**src/rtl/ps2_key_encoder.sv**
```systemverilog
// PS/2 keyboard receiver. It turns the raw clock/data pins into the toggle-strobed 11-bit ps2_key word.
// Bytes carry the E0/F0 prefixes and the E1 pause sequence. Errors in a frame are flagged on frame_err.
module ps2_key_encoder #(
    parameter int CLK_HZ     = 48000000,
    parameter int TIMEOUT_US = 200,
    parameter int FILT       = 8
) (
    input  logic        clk_sys,
    input  logic        reset_n,
    input  logic        ps2_clk,
    input  logic        ps2_data,
    output logic [10:0] ps2_key,
    output logic        frame_err
);

    localparam int TO_LIMIT = CLK_HZ / 1000000 * TIMEOUT_US;
    localparam int TW       = $clog2(TO_LIMIT + 1);
    localparam int FW       = $clog2(FILT + 1);

    typedef enum logic [2:0] {
        ST_IDLE,
        ST_EXT,
        ST_BRK,
        ST_EXT_BRK,
        ST_PAUSE
    } state_t;

    logic          clk_s1, clk_s2, data_s1, data_s2;
    logic          filt_clk, filt_prev;
    logic [FW-1:0] filt_cnt;
    logic [3:0]    bit_cnt;
    logic [9:0]    shift;
    logic [TW-1:0] to_cnt;
    logic [2:0]    skip;
    state_t        state;

    logic       fall;
    logic [7:0] rx_byte;
    logic       frame_ok;

    assign fall     = filt_prev & ~filt_clk;
    assign rx_byte  = shift[8:1];
    // shift[0] is the start bit and shift[9] is parity. The stop bit is still on the data line.
    assign frame_ok = ~shift[0] & (^shift[9:1]) & data_s2;

    always_ff @(posedge clk_sys or negedge reset_n) begin
        if (!reset_n) begin
            clk_s1  <= 1'b1;
            clk_s2  <= 1'b1;
            data_s1 <= 1'b1;
            data_s2 <= 1'b1;
        end else begin
            clk_s1  <= ps2_clk;
            clk_s2  <= clk_s1;
            data_s1 <= ps2_data;
            data_s2 <= data_s1;
        end
    end

    // The filtered level flips only after FILT consecutive disagreeing samples.
    always_ff @(posedge clk_sys or negedge reset_n) begin
        if (!reset_n) begin
            filt_clk  <= 1'b1;
            filt_prev <= 1'b1;
            filt_cnt  <= '0;
        end else begin
            filt_prev <= filt_clk;
            if (clk_s2 == filt_clk) begin
                filt_cnt <= '0;
            end else if (filt_cnt == FW'(FILT - 1)) begin
                filt_clk <= clk_s2;
                filt_cnt <= '0;
            end else begin
                filt_cnt <= filt_cnt + 1'b1;
            end
        end
    end

    always_ff @(posedge clk_sys or negedge reset_n) begin
        if (!reset_n) begin
            bit_cnt   <= '0;
            shift     <= '0;
            to_cnt    <= '0;
            skip      <= '0;
            state     <= ST_IDLE;
            ps2_key   <= '0;
            frame_err <= 1'b0;
        end else begin
            frame_err <= 1'b0;
            if (fall) begin
                to_cnt <= '0;
                if (bit_cnt == 4'd10) begin
                    bit_cnt <= '0;
                    if (!frame_ok) begin
                        frame_err <= 1'b1;
                        state     <= ST_IDLE;
                        skip      <= '0;
                    end else if (state == ST_PAUSE) begin
                        skip <= skip - 1'b1;
                        if (skip == 3'd1) state <= ST_IDLE;
                    end else if (rx_byte == 8'hE1) begin
                        state <= ST_PAUSE;
                        skip  <= 3'd7;
                    end else if (rx_byte == 8'hE0) begin
                        if (state == ST_IDLE)     state <= ST_EXT;
                        else if (state == ST_BRK) state <= ST_EXT_BRK;
                    end else if (rx_byte == 8'hF0) begin
                        if (state == ST_IDLE)     state <= ST_BRK;
                        else if (state == ST_EXT) state <= ST_EXT_BRK;
                    end else begin
                        ps2_key <= {~ps2_key[10],
                                    ~(state == ST_BRK || state == ST_EXT_BRK),
                                    (state == ST_EXT || state == ST_EXT_BRK),
                                    rx_byte};
                        state   <= ST_IDLE;
                    end
                end else begin
                    shift   <= {data_s2, shift[9:1]};
                    bit_cnt <= bit_cnt + 1'b1;
                end
            end else if (bit_cnt != 4'd0) begin
                // Only a partly received frame can time out. The edge branch above takes priority.
                if (to_cnt == TW'(TO_LIMIT)) begin
                    bit_cnt   <= '0;
                    to_cnt    <= '0;
                    frame_err <= 1'b1;
                    state     <= ST_IDLE;
                    skip      <= '0;
                end else begin
                    to_cnt <= to_cnt + 1'b1;
                end
            end
        end
    end

endmodule

```
**config.mk**
```make
export PLATFORM = sky130hd
export DESIGN_NAME = ps2_key_encoder
export DESIGN_NICKNAME = d
export VERILOG_FILES = /design/src/rtl/ps2_key_encoder.sv
export SDC_FILE = /design/constraint.sdc
export NUM_CORES = 1
export LEC_CHECK = 0
export CORE_MARGIN = 3
export CORE_UTILIZATION = 35
export CTS_CLUSTER_DIAMETER = 40
export DETAILED_ROUTE_END_ITERATION = 12
export GPL_TIMING_DRIVEN = 0
export PLACE_DENSITY = 0.51
export SLEW_MARGIN = 15
export SYNTH_ARGS = -nofsm -noshare
export SYNTH_HDL_FRONTEND = slang
export SYNTH_SLANG_ARGS = --single-unit
```
**constraint.sdc**
```tcl
create_clock -name clk_sys -period 7.1 [get_ports clk_sys]
set_input_delay 1.065 -clock clk_sys [delete_from_list [all_inputs] [get_ports clk_sys]]
set_output_delay 1.065 -clock clk_sys [all_outputs]
set_load 0.02 [all_outputs]
```
==> summary.md <==
| Metric | Value |
|---|---|
| Final setup viols | `0` |
| Post-cts gate resize count | `0` |
| Critical Path Start | `shift[1]` |
| Flop pwr share | `45.4%` |
| Gr ovfl total | `0` |
| Area post-placement | `3050 µm²` |
| Hold path startpoint | `clk_s1` |
| Number of port buffers | `15` |
| P&R area growth vs syn | `13.6%` |
| Post-route antenna net violation count | `0` |
| Routed wire length | `5130 µm` |
| RePlAce Congestion | `0.773` |
| Worst-Skew Late Latency | `310 ps` |
| Post-synth top area share | `45.0%` |
| First-pass GRT wire length | `9240 µm` |
| Synth Area in XOR/XNOR | `5.18%` |
| Largest net degree at the start of global routing | `57` |
| Filler cells | `705` |
| Compound-Gate Fraction of Synth Area | `10.1%` |
| Area of the multi-input gates | `1290 µm²` |
| DR iter-0 viols | `70` |
| Worst setup SP type | `flip-flop` |
| Post-route design area | `3160 µm²` |
| Setup TNS | `0 ps` |
| DIE AREA | `9040 µm²` |
| Syn Inst Count | `250` |
| Tcrit/Tclk final | `34.9%` |
| MaxCap Viol Count | `0` |
| Routed wl met2 | `2240 µm` |
| Internal Pwr Total | `604 µW` |
| Run status | `completed` |
| Total GRT Usage | `13.0%` |
| Sequential cell area | `1410 µm²` |
| Setup Skew | `10.1 ps` |
| FF-to-FF Start | `shift[1]` |
| Post-synth top cells | `50 x dfrtp_1, 21 x nor2_1, 16 x nand2_1` |
| Final hold slack | `360 ps` |
| Top Ports | `16` |
| FF+latch count, synth | `56` |
| N_diodes | `0` |
| Relative slew margins | `51.4%` |
| Top cells by area, synth | `dfrtp_1 45%, ha_1 6.3%, dfstp_2 5.7%` |
| Wire length per cell | `13.8 µm` |
| Clk slew on worst S/H paths | `100 ps` |
| H-Tree Depth | `2` |
| Deepest clock path buffer count | `2` |
| DR vias | `1858` |
| Slew at the pin with the worst max-slew slack | `729 ps` |
| Clock Sink Count | `56` |
| Switching Fraction | `35.0%` |
| IR drop worst, VDD | `0.000171 V` |
| Syn avg cell area | `11.1 µm²` |
| Final hold vios | `0` |
| Final WS setup | `4620 ps` |
| Die width | `95.1 µm` |
| CP endpoint kind | `flip-flop` |
| Seq/Total Area, Yosys | `50.7%` |
| CTS tree | `built` |
| Yosys warning total | `0` |
| Number of synthesized flops with an enable pin | `0` |
| Chip Height | `95.1 µm` |
| WS Path Type | `reg2reg` |
| Residual DRC | `0` |
| Multiplexer share of the synthesized area | `7.70%` |
| CP Max Fanout | `10` |
| Ys flop type | `dfrtp_1` |
| Met1 WL | `2660 µm` |
| Arrival @ worst endpoint | `2670 ps` |
| Num CTS Buffers | `5` |
| Distinct cell type count after synthesis | `47` |
| Number of global-route vias before repair | `1906` |
| Ys async rst share | `100%` |
| Final Critical Period | `2480 ps` |
| Initial Util | `37.1%` |
| P_sw | `325 µW` |
| Met3 wire len | `149 µm` |
| Largest family of logic cells by synthesized area | `simple AND/OR/NAND/NOR gates` |
| Dpl cells | `364` |
| Post-Synth Adder-Cell Area | `6.30%` |
| Place WS | `4610 ps` |
| Core ar. | `7490 µm²` |
| Logic pwr share | `32.1%` |
| Clock Root Buffer | `clkbuf_8` |
| Max Clk Rate | `404 MHz` |
| Drt first pass iters | `4` |
| Cts hold-fix bufs | `0` |
| Mapped Area | `2780 µm²` |
| # Post-CTS Setup Buffers | `0` |
| Vias/cell | `4.99` |
| RSZ-0062 raised after global routing | `false` |
| NumNets Final | `290` |
| Dpl hpwl | `3470 µm` |
| Slew Viols, Final | `0` |
| Initial antenna violation count | `0` |
| Clock power share | `22.5%` |
| CP required | `7300 ps` |
| Pleak | `0.00141 µW` |
| Floorplan row count | `31` |
| Top-count cell post-synth | `dfrtp_1` |
| Post-Synth Simple-Gate Area | `17.2%` |
| Synth area leader | `dfrtp_1` |
| Post-Layout Cell Count | `372` |
| Synth Net Count | `268` |
| Max layer used | `met4` |
| Power density over the cells | `294 nW/µm²` |
| Layout cells sized above 1 | `14.3%` |
| HP Class | `reg2reg` |
-- flip-flops by register name (all words and copies together), names as in the netlist --
signal     flops
bit_cnt        4
clk_s1         1
clk_s2         1
data_s1        1
data_s2        1
filt_clk       1
filt_cnt       4
filt_prev      1
frame_err      1
ps2_key       11
shift         10
skip           3
state          3
to_cnt        14
-- cell usage in the layout, fill, tap and decap left out, types with 5 or more instances in the layout --
| master | n |
|---|---|
| dfrtp_1 | 50 |
| nor2_1 | 21 |
| nand2_1 | 16 |
| inv_1 | 14 |
| o21ai_0 | 14 |
| ha_1 | 14 |
| clkdlybuf4s50_1 | 14 |
| nand3_1 | 10 |
| xnor2_1 | 9 |
| mux2_4 | 9 |
| a21oi_1 | 7 |
| mux2_2 | 7 |
| nand4_1 | 6 |
| a31oi_1 | 6 |
| dfstp_2 | 6 |
| nor2b_1 | 5 |
| nor3_1 | 5 |
| clkbuf_8 | 5 |
-- final timing paths --
check	end	slack, ps	cells past startpoint
setup reg to reg	ps2_key[7]	4620	8
hold reg to reg	clk_s2	360	0
min in group asynchronous	filt_cnt[1]	800	1
hold / removal	clk_s2	360	0
max in group asynchronous	ps2_key[7]	5810	1
setup / recovery	ps2_key[7]	4620	8
-- power by group through the flow --
stage	Clock, µW	Combinational, µW	Sequential [µW]
after global routing	231	346	432
final	209	299	422
after global placement	0	302	428
after CTS	219	305	422
after detailed placement	0	305	428
after floorplan	0	234	417
-- area by class of cell --
type | instances | area share [%]
well taps | 99 | 3.92
flip-flops and latches | 56 | 44.6
inverters | 14 | 1.66
clock inverters | 2 | 1.11
multi-input cells | 175 | 40.8
clock buffers | 6 | 2.30
repair buffers | 15 | 4.68
plain buffers | 5 | 0.872
-- per-stage QoR --
stage / utilization [%] / power, µW
5_1_grt: 42.2 / 1010
3_5_place_dp: 40.7 / 733
3_3_place_gp: 40.8 / 730
4_1_cts: 42.2 / 946
6_report: 42.2 / 929
2_1_floorplan: - / 652
-- cells by family after synthesis --
group	after synthesis
AO/OA/AOI/OAI	45
flip-flops	56
buffers and inverters	19
XOR/XNOR	14
adder cells (fa/ha/maj)	14
AND/OR/NAND/NOR	86
multiplexers	16
-- layer usage --
layer,global-route usage [%],vias to the layer above
li1,-,930
met1,19.0,900
met3,2.53,6
met2,19.2,22
met5,0,-
met4,3.97,0
-- worst max-delay path: stages, from the launching register on --
cell and delay (ps):
dfrtp_1 410, inv_1 80, ha_1 310, xnor3_1 370
xnor2_2 200, nand4b_4 210, nor3_4 260, buf_6 210
mux2_4 310
Note: power is estimated with default switching activity, not from simulation.
==> RTL edit (config.mk and constraints unchanged) <==
The parameter `CLK_HZ` goes from 48000000 to 192000000.
--- a/src/rtl/ps2_key_encoder.sv
+++ b/src/rtl/ps2_key_encoder.sv
@@ -1,7 +1,7 @@
 // PS/2 keyboard receiver. It turns the raw clock/data pins into the toggle-strobed 11-bit ps2_key word.
 // Bytes carry the E0/F0 prefixes and the E1 pause sequence. Errors in a frame are flagged on frame_err.
 module ps2_key_encoder #(
-    parameter int CLK_HZ     = 48000000,
+    parameter int CLK_HZ     = 192000000,
     parameter int TIMEOUT_US = 200,
     parameter int FILT       = 8
 ) (
Check against the original RTL: no difference found for any inputs over 10 cycles, from zero or initial values and one cycle with reset_n low; that may be too few to reach the edited logic, so the function may still have changed.
==> RTL edit against the unedited design <==
Setup slack improved by 13 ps. Design area up 8.5%. Cell count rose by 11%. Power is 20% higher. Routed wire length up 11%. Combinational power increased by 12%. Synthesized area rose by 4.4%. Sequential cell count grew 2. Fmax up 0.51%. Sequential share of layout area down 2.0 points. Largest power group unchanged.
==> RTL edit: results (changes against the unedited design) <==
* Status: completed
* Clk Latency, worst-skew pair at 340 ps (+30 ps)
* Synth top cells by count: dfrtp_1 (52), nand2_1 (40), o21ai_0 (23)
* Leakage at 1.53 nW (+9.1%)
* Rel. slew slack at 54.6% (+3.2 points)
* Final-layout fill cell count at 739 (+4.8%)
* Clock buf/inv share at 6.54% (+3.1 points)
* Number of port buffers at 15 (unchanged)
* Vias in the first global route at 2082 (+9.2%)
* Final core utilization at 43.4% (+1.3 points)
* Total CTS buffers at 9 (+4)
* Sequential portion of the cell area at 42.6% (-2.0 points)
* Syn nets at 296 (+10%)
* Buffer share of cell area at 5.91% (+0.37 points)
* Multi-Input Combinational at 200 (+14%)
* CP arrival at 2690 ps (+20 ps)
* Largest regs: to_cnt x16, ps2_key x11, shift x10
* Non-CTS buffers at 21 (+5.0%)
* Worst path slowest cell: xnor3_2
* #FFs+latches synth at 58 (+3.6%)
* Post-CTS Setup Bufs at 0 (unchanged)
* Post-placement cell area at 0.00320 mm^2 (+5.0%)
* Max Buffers Root-to-Sink at 2 (unchanged)
* Yosys warnings at 0 (unchanged)
* First-iteration detailed-routing DRC count at 46 (-34%)
* Inverters excl. clock at 15 (+1)
* Worst reg2reg path depth at 8 (unchanged)
* Largest cells by area after synthesis: dfrtp_1 (45%), ha_1 (6.0%), dfstp_2 (5.4%), nand2_1 (5.2%), mux2_4 (4.7%)
* Sequential area share after synthesis at 50.3% (-0.40 points)
* Via density at 4.97 (-0.48%)
* GRT Util Overall at 13.2% (+0.28 points)
* Final Skew at 9.62 ps (-0.454 ps)
* Cts repair resizes at 0 (unchanged)
* Peak VDD IR at 0.140 mV (-18%)
* Distinct cells, synth at 52 (+11%)
* Largest net degree at the start of global routing at 49 (-14%)
* CTS HTree Levels at 3 (+1)
* Max FO, Critical Path at 10 (unchanged)
* Clock-pin slew of the registers on the worst-case setup and hold paths at 70 ps (-30 ps)
* GP Congestion at 0.840 (+8.7%)
* Share of post-route cells with drive strength above 1 at 13.5% (-0.74 points)
* Detailed Place HPWL at 3990 um (+15%)
* Count of clock buffers in the final design at 13 (+7)
* Final wirelength at 5700 um (+11%)
* Fin nets at 323 (+11%)
* Die ar. at 0.00941 mm^2 (+4.1%)
* Multi-input gate area in the final layout at 0.00136 mm^2 (+5.2%)
* First-pass GRT wire length at 10000 um (+8.7%)
## RTL edit: cell types whose count changed in the layout (fill, tap and decap cells not counted), moves of 3 or more
cell      before  now
a31oi_1        6    1
and2_1         2    5
clkbuf_8       5   13
mux2_2         7    2
nand2_1       16   40
nor2_1        21   18
o21ai_0       14   23
o21ai_1        4    1
## RTL edit: layer usage
| layer | vias to the layer above | part of all wire (%) | GRT usage, % |
|---|---|---|---|
| met5 | - | 0 | 0 |
| met4 | 0 | 2.1 | 5.51 |
| met3 | 13 | 3.1 | 3.97 |
| met2 | 31 | 45 | 20.1 |
| met1 | 984 | 50 | 17.6 |
| li1 | 1020 | - | - |
## RTL edit: cells by family after synthesis
group / share of synthesized area (%)
fa+ha+maj: 6.04
compound gates: 8.93
simple gates: 20.8
xor+xnor: 5.31
mux: 5.78
flops: 50.3
buf+inv: 2.89
## RTL edit: metrics by stage
stage | hold WS (ps) | setup slack (ps) | cells
after floorplan | 345 | 4860 | 278
after global placement | 346 | 2960 | 395
after detailed placement | 347 | 4620 | 396
after CTS | 364 | 4620 | 412
after global routing | 369 | 4480 | 412
final | 357 | 4640 | 412
## RTL edit: power breakdown
group | total (W) | internal [W] | switching, W
Sequential | 0.000445 | 0.000391 | 0.0000541
Clock | 0.000334 | 0.000200 | 0.000134
Combinational | 0.000336 | 0.000133 | 0.000204
Total | 0.00112 | 0.000724 | 0.000391
## RTL edit: path summary, 6_finish.rpt
kind	slack, ps	end	start
min	360	clk_s2	clk_s1
min in group asynchronous	560	to_cnt[14]	reset_n
max	4640	ps2_key[5]	shift[1]
min reg2reg	360	clk_s2	clk_s1
max reg2reg	4640	ps2_key[5]	shift[1]
max in group asynchronous	6000	data_s2	reset_n
